===== config.mk =====
export PLATFORM = sky130hd
export DESIGN_NAME = lcd_pixel_fifo
export DESIGN_NICKNAME = d
export VERILOG_FILES = /design/src/rtl/lcd_pkg.sv /design/src/rtl/lcd_fifo_ram.sv /design/src/rtl/lcd_pixel_fifo.sv
export SDC_FILE = /design/constraint.sdc
export NUM_CORES = 1
export LEC_CHECK = 0
export ABC_CLOCK_PERIOD_IN_PS = 4700
export BUFFER_PORTS_ARGS = -buffer_cell sky130_fd_sc_hd__buf_2
export CORE_UTILIZATION = 60
export DETAILED_ROUTE_END_ITERATION = 8
export GPL_TIMING_DRIVEN = 0
export PLACE_DENSITY = 0.78
export SYNTH_ARGS = -nofsm -noshare
export SYNTH_HDL_FRONTEND = slang
export SYNTH_SLANG_ARGS = --single-unit
export TNS_END_PERCENT = 10

===== constraint.sdc =====
create_clock -name pclk -period 4.7 [get_ports pclk]
set_clock_uncertainty 0.15 [all_clocks]
set_input_delay 0.94 -clock pclk [delete_from_list [all_inputs] [get_ports pclk]]
set_output_delay 0.94 -clock pclk [all_outputs]
set_load 0.02 [all_outputs]

===== src/rtl/lcd_pkg.sv =====
// lcd_pkg
//   Shared types and constants for the LCD pixel path: the RGB565 pixel
//   layout, the colour shown on FIFO underflow, the resync FSM states and
//   the panel timing numbers also used by the LCDC timing generator.
package lcd_pkg;

  // RGB565 pixel, MSB first: {r[4:0], g[5:0], b[4:0]}
  typedef struct packed {
    logic [4:0] r;
    logic [5:0] g;
    logic [4:0] b;
  } rgb565_t;

  // Solid red makes a starved panel obvious on screen
  localparam logic [15:0] LCD_UNDERFLOW_RGB = 16'hF800;

  // Frame resync state of the pixel FIFO
  typedef enum logic {
    SYNC_WAIT = 1'b0,
    RUN       = 1'b1
  } fifo_state_e;

  // Panel timing (480x272 class panel), shared with the LCDC
  localparam int LCD_H_ACTIVE = 480;
  localparam int LCD_H_FP     = 2;
  localparam int LCD_H_SYNC   = 41;
  localparam int LCD_H_BP     = 2;
  localparam int LCD_V_ACTIVE = 272;
  localparam int LCD_V_FP     = 2;
  localparam int LCD_V_SYNC   = 10;
  localparam int LCD_V_BP     = 2;

endpackage


===== src/rtl/lcd_fifo_ram.sv =====
// lcd_fifo_ram
//   DEPTH x 16 simple dual-port memory with a registered read port. Small
//   enough to land in distributed RAM or a single EBR.
// Ports:
//   pclk     - clock, rising edge
//   rst      - asynchronous active-low reset (read register only)
//   wr_en    - write strobe; wr_addr/wr_data written on the rising edge
//   rd_en    - read strobe; rd_data loads mem[rd_addr] on the rising edge
//   rd_data  - registered read data, holds while rd_en is low
module lcd_fifo_ram #(
  parameter int DEPTH = 16,
  localparam int AW = $clog2(DEPTH)
) (
  input  logic          pclk,
  input  logic          rst,
  input  logic          wr_en,
  input  logic [AW-1:0] wr_addr,
  input  logic [15:0]   wr_data,
  input  logic          rd_en,
  input  logic [AW-1:0] rd_addr,
  output logic [15:0]   rd_data
);

  logic [15:0] mem [DEPTH];

  // Storage array has no reset so it can map onto RAM primitives
  always_ff @(posedge pclk) begin
    if (wr_en) mem[wr_addr] <= wr_data;
  end

  // Output register is reset so the LCDC sees black out of reset
  always_ff @(posedge pclk or negedge rst) begin
    if (!rst)       rd_data <= 16'h0000;
    else if (rd_en) rd_data <= mem[rd_addr];
  end

endmodule


===== src/rtl/lcd_pixel_fifo.sv =====
// lcd_pixel_fifo
//   Elastic RGB565 buffer in front of the LCDC timing generator. Accepts
//   pixels over valid/ready, delivers one per pix_req with one cycle of
//   latency, flushes on each VSYNC falling edge and then waits for a
//   start-of-frame pixel, and flags underflow with a sticky bit.
// Ports:
//   pclk, rst            - pixel clock; asynchronous active-low reset
//   in_valid/in_ready    - producer handshake; in_data RGB565, in_sof marks
//                          the first pixel of a frame
//   pix_req              - LCDC asks for the next pixel
//   vsync                - LCDC VSYNC, active-low pulse
//   pix_data, pix_r/g/b  - pixel to the LCDC, valid the cycle after pix_req
//   underflow            - sticky: pix_req arrived while empty
//   underflow_clr        - synchronous clear of underflow
//   level                - occupancy 0..DEPTH
module lcd_pixel_fifo
  import lcd_pkg::*;
#(
  parameter int          DEPTH         = 16,
  parameter logic [15:0] UNDERFLOW_RGB = LCD_UNDERFLOW_RGB,
  localparam int         AW            = $clog2(DEPTH)
) (
  input  logic          pclk,
  input  logic          rst,
  input  logic          in_valid,
  output logic          in_ready,
  input  logic [15:0]   in_data,
  input  logic          in_sof,
  input  logic          pix_req,
  input  logic          vsync,
  output logic [15:0]   pix_data,
  output logic [4:0]    pix_r,
  output logic [5:0]    pix_g,
  output logic [4:0]    pix_b,
  output logic          underflow,
  input  logic          underflow_clr,
  output logic [AW:0]   level
);

  localparam logic [AW:0] PTR_ONE = {{AW{1'b0}}, 1'b1};

  fifo_state_e state, state_next;
  logic [AW:0] wr_ptr, rd_ptr;
  logic        vsync_q;
  logic        show_uf;
  logic        full, empty, vs_fall;
  logic        wr_en, rd_en, uf_evt;
  logic [15:0] ram_q;
  rgb565_t     pix_s;

  assign vs_fall = vsync_q && !vsync;
  assign empty   = (wr_ptr == rd_ptr);
  assign full    = (wr_ptr[AW] != rd_ptr[AW]) && (wr_ptr[AW-1:0] == rd_ptr[AW-1:0]);
  assign level   = wr_ptr - rd_ptr;

  // While waiting for a frame start every offered pixel is taken, so the
  // producer drains up to its sof; only the sof pixel is actually stored.
  always_comb begin
    in_ready = 1'b0;
    if (state == RUN) in_ready = !full;
    else              in_ready = in_valid && (!in_sof || !full);
  end

  // Handshakes in the flush cycle are dropped
  assign wr_en  = in_valid && in_ready && (state == RUN || in_sof) && !vs_fall;
  assign rd_en  = pix_req && !empty && !vs_fall;
  assign uf_evt = pix_req && empty && !vs_fall;

  always_comb begin
    state_next = state;
    if (vs_fall)                                   state_next = SYNC_WAIT;
    else if (state == SYNC_WAIT && in_valid && in_sof) state_next = RUN;
  end

  always_ff @(posedge pclk or negedge rst) begin
    if (!rst) state <= SYNC_WAIT;
    else      state <= state_next;
  end

  // Pointers carry one extra wrap bit to tell full from empty
  always_ff @(posedge pclk or negedge rst) begin
    if (!rst) begin
      wr_ptr  <= '0;
      rd_ptr  <= '0;
      vsync_q <= 1'b1;
    end else begin
      vsync_q <= vsync;
      if (vs_fall) begin
        wr_ptr <= '0;
        rd_ptr <= '0;
      end else begin
        if (wr_en) wr_ptr <= wr_ptr + PTR_ONE;
        if (rd_en) rd_ptr <= rd_ptr + PTR_ONE;
      end
    end
  end

  // show_uf selects the underflow colour in place of the RAM output; it
  // is only replaced by a real read, so pix_data holds without pix_req.
  // A new underflow beats a simultaneous clear.
  always_ff @(posedge pclk or negedge rst) begin
    if (!rst) begin
      show_uf   <= 1'b0;
      underflow <= 1'b0;
    end else begin
      if (uf_evt)     show_uf <= 1'b1;
      else if (rd_en) show_uf <= 1'b0;
      if (uf_evt)             underflow <= 1'b1;
      else if (underflow_clr) underflow <= 1'b0;
    end
  end

  lcd_fifo_ram #(.DEPTH(DEPTH)) u_ram (
    .pclk    (pclk),
    .rst     (rst),
    .wr_en   (wr_en),
    .wr_addr (wr_ptr[AW-1:0]),
    .wr_data (in_data),
    .rd_en   (rd_en),
    .rd_addr (rd_ptr[AW-1:0]),
    .rd_data (ram_q)
  );

  assign pix_data = show_uf ? UNDERFLOW_RGB : ram_q;
  assign pix_s    = pix_data;
  assign pix_r    = pix_s.r;
  assign pix_g    = pix_s.g;
  assign pix_b    = pix_s.b;

endmodule

======== Word level (Yosys, flattened, before mapping) ========
Memories as Yosys holds them, arrays and structs flattened. A register that Yosys moved wholly into a read port is not among the register bits.
Index checks and enable logic that the tools add are counted.
W data, S select, Z words.
word-level totals
  register bits after elaboration ......... 14
  output and inout port bits .............. 39
  input bits .............................. 23
  memory bits (writable) .................. 256
  memories kept ........................... 1
operators by class
  reductions and logical operators ........ 25
  bitwise gates (word level) .............. 1
  add/sub/neg operators ................... 3
  equality and inequality tests ........... 3
  muxes and demuxes ....................... 14
memory list
  name       words  width  rd ports  clocked after memory_dff  wr ports  RTL line            text
  u_ram.mem  16     16     1         1                         1         lcd_fifo_ram.sv:24  logic [15:0] mem [DEPTH];
operators with widths
  cell                   number
  $mux W5                4
  $mux W16               1
  $logic_and A1 B1 Y1    12
  $add A5 B1 Y5 const B  2
  $reduce_bool A2 Y1     5
  $mux W1                9
  $logic_not A1 Y1       6
  $eq A5 B5 Y1           1
  $sub A5 B5 Y5          1
  $eq A4 B4 Y1           1
  $logic_or A1 B1 Y1     2
  $ne A1 B1 Y1           1
  $not A1 Y1             1

======== Longest topological paths before layout ========
Gate-level depths: netlist (run 1).
  word-level depth ........................ 11
  mapped depth ............................ 9
  depth with buffers taken out ............ 7

======== Hierarchy ========
Synthesis (run 1) repeated with hierarchy kept, for this count alone.
unflattened totals
  cells, all modules ...................... 578
  area, all modules ....................... 11538.6 µm²
modules (own cells, without submodules)
  module          instances  cells an instance  area an instance (µm²)
  lcd_fifo_ram    1          452                10458.8
  lcd_pixel_fifo  1          126                1079.8

======== Worst setup path before layout (run 1) ========
Ideal clock, no wire load.
  path type ............................... reg2reg
  start point ............................. reg rd_ptr[2]
  end point ............................... mem u_ram.mem[3][0] (enable)
  setup slack ............................. 0.973 ns
  data arrival time ....................... 3.167 ns
  stages on the path, launching flop included .. 9
  buffers on the path ..................... 2
  clock period less this slack ............ 3.727 ns
  data required time ...................... 4.141 ns
  setup time .............................. 0.409 ns
  path through ............................ dfrtp_1 inv_2 buf_1 ha_1 and4_1 clkbuf_1 a211oi_2 nand2_1 nor3_1
between the ends
  cells in the longest elaborated chain, start to end .. 11
RTL lines
  item                                 RTL line                                    text
  start: declaration                   lcd_pixel_fifo.sv:43                        logic [AW:0] wr_ptr, rd_ptr;
  start signal: assignment             lcd_pixel_fifo.sv:93                        if (rd_en) rd_ptr <= rd_ptr + PTR_ONE;
  $eq A4 B4 Y1 *                       lcd_pixel_fifo.sv:53                        assign full = (wr_ptr[AW] != rd_ptr[AW]) && (wr_ptr[AW-1:0] == rd_ptr[AW-1:0]);
  $logic_and A1 B1 Y1 *                lcd_pixel_fifo.sv:53
  $logic_not A1 Y1 *                   lcd_pixel_fifo.sv:60, lcd_pixel_fifo.sv:61
  $logic_or A1 B1 Y1                   lcd_pixel_fifo.sv:61                        else in_ready = in_valid && (!in_sof || !full);
  $logic_and A1 B1 Y1                  lcd_pixel_fifo.sv:61
  $mux W1 *                            lcd_pixel_fifo.sv:60                        if (state == RUN) in_ready = !full;
  $logic_and A1 B1 Y1 * (3 in series)  lcd_pixel_fifo.sv:65                        assign wr_en = in_valid && in_ready && (state == RUN || in_sof) && !vs_fall;
  $mux W1 *                            lcd_fifo_ram.sv:28                          if (wr_en) mem[wr_addr] <= wr_data;
  $mux W1 (implied by the code) *      lcd_fifo_ram.sv:28
  end: declaration                     lcd_fifo_ram.sv:24
Mark *: on every way between the ends. The rest lies on a longest branch, timed or not.

======== Final worst setup path (run 1) ========
  start point ............................. reg rd_ptr[2]
  end point ............................... mem u_ram.mem[1][0] (enable)
The elaborated chain is that of the path after synthesis.

==> results of run 1 <==
-- synthesized netlist by cell type --
master,number
a2111oi_2,1
a211oi_1,2
a211oi_2,1
a21o_1,2
a21oi_1,22
and4_1,1
buf_1,2
buf_2,6
buf_4,22
buf_6,1
buf_8,1
clkbuf_1,11
dfrtp_1,29
dfstp_2,1
edfxtp_1,256
fa_1,1
ha_1,9
inv_1,10
inv_2,1
mux2_2,16
mux2i_1,2
mux4_2,64
nand2_1,11
nand2b_1,3
nand3_1,2
nand4_1,1
nor2_1,21
nor2b_1,12
nor3_1,4
o2111ai_2,1
o211a_2,1
o211ai_1,2
o21a_1,1
o21ai_0,4
o21ai_1,1
o22ai_1,29
o22ai_2,3
or2_2,5
or3_1,3
xnor2_1,7
xor2_1,3
-- layout by cell type, fill, tap and decap left out, types with 11 or more instances in the layout --
master     count
nor2_2        12
nand2_1       11
mux2_2        16
nor2b_1       12
buf_4         22
dfrtp_1       29
o22ai_1       29
a21oi_1       22
clkbuf_1      15
buf_8         17
edfxtp_1     256
mux4_2        64
clkbuf_16     27
buf_2         67
-- per-stage QoR --
stage / setup WS (ns) / setup TNS, ns / util / instance area (µm²) / power [mW]
after global routing: 0.357 / 0 / 0.706 / 13200 / 7.98
final: 0.538 / 0 / 0.706 / 13200 / 7.71
after floorplan: 0.973 / 0 / - / 11400 / 4.80
after global placement: -0.508 / -31.13 / 0.643 / 12000 / 5.44
after CTS: 0.511 / 0 / 0.706 / 13200 / 7.71
after detailed placement: 0.618 / 0 / 0.658 / 12300 / 5.53
-- kinds of logic after synthesis --
| kind of cell | share of synthesized area |
|---|---|
| buf+inv | 0.0274 |
| compound gates | 0.0403 |
| flops | 0.742 |
| xor+xnor | 0.00770 |
| simple gates | 0.0272 |
| fa+ha+maj | 0.0117 |
| mux | 0.144 |
-- registers in the layout, indices dropped and copies added, names as in the netlist --
register / flops
state: 1
show_uf: 1
u_ram.rd_data: 16
u_ram.mem: 256
rd_ptr: 5
wr_ptr: 5
vsync_q: 1
underflow: 1
-- worst register-to-register path, stage by stage, from the launching register on --
cell	delay, ns
dfrtp_1	0.43
inv_2	0.24
buf_1	0.60
ha_1	0.41
and4_1	0.21
clkbuf_1	0.17
a211oi_2	0.39
nand2_1	0.31
nor3_2	0.72
buf_8	0.25
-- layer usage --
metal  up-vias  track usage  wire length (µm)
met5         -            0                 0
met4         0       0.0873               593
met3        48       0.0471              1940
met2       318        0.440             12700
met1      3197        0.371             10100
li1       2532            -                 -
-- power breakdown --
part	internal (mW)	total [mW]	switching [mW]
combinational	1.07	2.47	1.40
clock	1.29	2.19	0.902
sequential	2.94	3.05	0.104
-- how the worst min path moves through the flow --
stage	slack, ns	start	endpoint	depth (start not counted)
after global routing	0.37	vsync	vsync_q	1
after floorplan	0.35	state	state	2
after detailed placement	0.36	underflow	underflow	2
final	0.34	rst	u_ram.rd_data[4]	1
after global placement	0.36	underflow	underflow	2
after CTS	0.35	rst	state	1
-- area by class of cell --
class,count,share of cell area
sequential,286,0.641
multi-input combinational,235,0.204
clock buffer,32,0.0535
timing repair buffer,77,0.0415
tap,234,0.0222
buffer,43,0.0205
clock inverter,17,0.0142
inverter,11,0.00314
==> results.toml, run 1 <==
[synth]
syn-instance-count = 575
synth_seq_cells = 286
synth_nets = 608
yosys_warnings = 0
yosysTopAreaCellShare = 0.675
ys_seq_area_frac = 0.742
yosysTopAreaCell = "edfxtp_1"
synth.cell_area_mm2 = 0.0114
avgSynthCellArea_um2 = 19.8
ys_types = 41
synthTopCellsByArea = "edfxtp_1 68%, mux4_2 13%, dfrtp_1 6.4%"

[clock_network]
clock_path_buffers = 3
cts_sinks = 286
cts_resized = 0
clkLatencyLatePin_ns = 0.53
cts_tree = "built"
clock-root-buffer = "clkbuf_16"
hold_buffers = 0
cts_buffers = 27
clk_pin_slew_worst_paths_ns = 0.07
htreeDepth = 1
cts_setup_buffers = 0

[global_routing]
grt_overflow = 0
grt_max_degree = 31
antenna_found_initial = 0
grt_pass1_vias = 6265
grt_usage = 0.268
grt_pass1_wl_um = 38000

[place]
place_congestion = 0.826
io_buffer_count = 61
dp_hpwl_um = 15400
placedCellCount = 886

[die]
initial_core_util = 0.610
io_pins = 62
floorplan.rows = 50
die_w_um = 140
coreArea_mm2 = 0.0186
die_area_mm2 = 0.0195
fp.dieH_um = 140

[power]
peakVddDrop_v = 0.000287
powerDensity_mw_per_mm2 = 586
p_leak_nw = 4.46

[setup_path]
cp_max_fo = 10
critical_path.cell_chain = "inv_2, buf_1, ha_1, and4_1, clkbuf_1, a211oi_2, nand2_1, nor3_2, buf_8"
cp_slowest_stage_delay_ns = 0.72
critPathTopFamily = "buffers and inverters"
ff2ff_path_depth = 9
cp-end-kind = "flop"
critical_path_required_ns = 4.78
worst-setup-path-type = "reg2reg"
startpoint_type = "flop"
cp_num_cells = 9
reg2reg_slack_ns = 0.54
cp-endpoint = "u_ram.mem[1][0]"
cp-startpoint = "rd_ptr[2]"
reg2reg_from = "rd_ptr[2]"
cp_slowest_cell = "nor3_2"
r2r_end = "u_ram.mem[1][0]"
crit_buf_inv = 4
cp.arrival_ns = 4.24

[routing]
first_iter_violations = 621
wl_per_cell_um = 27.0
drc = 0
antenna_left = 0
totalWireLength_um = 25300
via_count = 6095
dr.pass1.iters = 5
viasPerCell = 6.52

[timing]
fin_crit_sh = 0.885
fmax_ghz = 0.240
finalCriticalPeriod_ns = 4.16
drv_slew = 0
relSlewSlack = 0.434
fin_hold_ws_ns = 0.338
hold_viol = 0
rsz0062_at_grt = "false"
setup_viol = 0
worst_pin_slew_ns = 0.845

[cells_and_area]
multi_input_area_mm2 = 0.00268
seq_area_mm2 = 0.00844
final_net_count = 714
nFillCells = 1086
layout-drive-gt1-share = 0.371
syn2layout_area_growth_pct = 15.6
n_antenna_cell = 0
instances_no_fill = 935

[status]
outcome = "completed"

[flow_run]
maxCapViolCount = 0

[min_path]
holdCritPathClass = "in2async"
(Power assumes the default switching activity.)
==> inputs of run 2 (changes only) <==
--- a/config.mk
+++ b/config.mk
@@ -5,12 +5,12 @@
 export SDC_FILE = /design/constraint.sdc
 export NUM_CORES = 1
 export LEC_CHECK = 0
-export ABC_CLOCK_PERIOD_IN_PS = 4700
+export ABC_CLOCK_PERIOD_IN_PS = 3400
 export BUFFER_PORTS_ARGS = -buffer_cell sky130_fd_sc_hd__buf_2
-export CORE_UTILIZATION = 60
+export CORE_UTILIZATION = 55
 export DETAILED_ROUTE_END_ITERATION = 8
 export GPL_TIMING_DRIVEN = 0
-export PLACE_DENSITY = 0.78
+export PLACE_DENSITY = 0.76
 export SYNTH_ARGS = -nofsm -noshare
 export SYNTH_HDL_FRONTEND = slang
 export SYNTH_SLANG_ARGS = --single-unit
==> constraint.sdc (replaced) <==
create_clock -name pclk -period 3.4 [get_ports pclk]
set_clock_uncertainty 0.15 [all_clocks]
set_input_delay 0.68 -clock pclk [delete_from_list [all_inputs] [get_ports pclk]]
set_output_delay 0.68 -clock pclk [all_outputs]
set_load 0.02 [all_outputs]
==> run 2 against run 1 <==
  * Core utilization fell by 4.6 points
  * Worst hold slack got worse by 0.27 ns
  * Largest power group unchanged
  * Routed wire length rose by 0.72%
  * Final area rose by 1.5%
  * Die area rose by 9.0%
  * Global-route usage fell by 2.2 points
  * Sequential cell count did not move
==> results.toml, run 2 (synthesized netlist as in run 1, its figures left out) <==
[cells_and_area]
largestRegisters = "u_ram.mem: 256 flops, u_ram.rd_data: 16 flops"
nFillCells = 1295
mostFrequentLayoutCell = "edfxtp_1"
design_area_mm2 = 0.0134
top_register = "u_ram.mem"
syn2layout_area_growth_pct = 17.3
largest_reg_flops = 256
instances_no_fill = 977
n_antenna_cell = 0
final_cell_mix = "256 x edfxtp_1, 65 x buf_2, 64 x mux4_2"
layout-drive-gt1-share = 0.382
final_net_count = 718

[clock_network]
clock_path_buffers = 3
htreeDepth = 1
hold_buffers = 0
cts_sinks = 286
clk_pin_slew_worst_paths_ns = 0.07
clkLatencyLatePin_ns = 0.54
clock-root-buffer = "clkbuf_16"
cts_tree = "built"
cts_buffers = 28

[global_routing]
antenna_found_initial = 0
grt_pass1_wl_um = 38200
grt_max_degree = 31
grt_overflow = 0
grt_usage = 0.246
grt_pass1_vias = 6205

[power]
peakVddDrop_v = 0.000372
p_leak_nw = 4.47
powerDensity_mw_per_mm2 = 797
power_mw = 10.6

[die]
io_pins = 62
fp.dieH_um = 146
die_w_um = 146
floorplan.rows = 52
initial_core_util = 0.562
die_area_mm2 = 0.0213
coreArea_mm2 = 0.0202

[timing]
drv_slew = 0
hold_viol = 0
setup_ws_ns = 0.0556
relSlewSlack = 0.401
finalCriticalPeriod_ns = 3.34
fin_crit_sh = 0.984
rsz0062_at_grt = "true"
fmax_ghz = 0.299
setup_viol = 0
worst_pin_slew_ns = 0.899

[routing]
antenna_left = 0
wl_per_cell_um = 26.1
first_iter_violations = 724
via_count = 6023
dr.pass1.iters = 4
drc = 0
viasPerCell = 6.16
totalWireLength_um = 25500

[setup_path]
startpoint_type = "flop"
worst-setup-path-type = "reg2out"
cp_max_fo = 19
ff2ff_path_depth = 7
cp_slowest_stage_delay_ns = 0.44
cp_slowest_cell = "dfrtp_1"
cp-end-kind = "output port"
reg2reg_from = "rd_ptr[2]"
reg2reg_slack_ns = 0.15
r2r_end = "u_ram.mem[15][6]"
cp.arrival_ns = 2.51
critical_path.cell_chain = "inv_2, ha_1, a21o_1, a21oi_1, xor2_1, buf_2"
critical_path_required_ns = 2.57

[place]
dp_slack_ns = -0.716
dp_hpwl_um = 15900
placed_area_mm2 = 0.0122
placedCellCount = 917
place_congestion = 0.870
io_buffer_count = 61

[status]
outcome = "completed"

[flow_run]
maxCapViolCount = 0

[min_path]
holdCritPathClass = "in2async"
==> run 2: report_power, final <==
group | internal (mW) | leakage (nW) | switching, mW
Clock | 1.72 | 0.449 | 1.24
Sequential | 4.07 | 2.66 | 0.139
Combinational | 1.51 | 1.36 | 1.96
Total | 7.30 | 4.47 | 3.34
==> run 2: how the worst max path moves through the flow <==
stage                     startpoint               end  slack (ns)  depth (start not counted)
after CTS                  rd_ptr[1]  u_ram.mem[11][6]       -0.03                          9
final                      rd_ptr[2]          level[4]        0.06                          6
after global routing       rd_ptr[2]          level[4]       -0.01                          6
after floorplan            rd_ptr[2]   u_ram.mem[2][0]       -0.33                          8
after detailed placement   rd_ptr[2]   u_ram.mem[2][0]       -0.72                          9
after global placement     rd_ptr[2]   u_ram.mem[2][1]       -1.82                          8
==> run 2: what timing repair did <==
item / in CTS / in global routing
setup buffers: 5 / 5
pin swaps: 8 / 4
endpoints found under the hold margin: 0 / 0
endpoints found under the setup margin: 259 / 221
gates resized for setup: 18 / 5
==> run 2: per-stage QoR <==
step / TNS, ns / util / hold WS, ns
3_5_place_dp: -139.01 / 0.605 / 0.377
2_1_floorplan: -15.58 / - / 0.234
4_1_cts: -0.614 / 0.656 / 0.0684
3_3_place_gp: -290.29 / 0.594 / 0.368
5_1_grt: -0.0139 / 0.660 / 0.110
6_report: 0 / 0.660 / 0.0720
==> run 2: layout make-up <==
cell class / instances / area [µm²] / area share
sequential: 286 / 8440 / 0.632
buffer: 41 / 272 / 0.0203
inverter: 11 / 41.3 / 0.00309
clock inverter: 12 / 83.8 / 0.00628
multi-input combinational: 235 / 2780 / 0.208
tap: 270 / 338 / 0.0253
timing repair buffer: 82 / 597 / 0.0447
clock buffer: 40 / 807 / 0.0604
==> run 2: critical path: cells and delay by family (launching register included) <==
| family | cells | cell delay (ns) |
|---|---|---|
| fa+ha+maj | 1 | 0.39 |
| buf+inv | 2 | 0.59 |
| compound gates | 2 | 0.40 |
| xor+xnor | 1 | 0.16 |
| flops | 1 | 0.44 |
==> run 2: routing by layer <==
layer / wire (µm) / part of all wire / GRT usage
met3: 1840 / 0.072 / 0.0332
met4: 613 / 0.024 / 0.0663
met2: 13000 / 0.51 / 0.415
met5: 0 / 0 / 0
met1: 10000 / 0.39 / 0.343
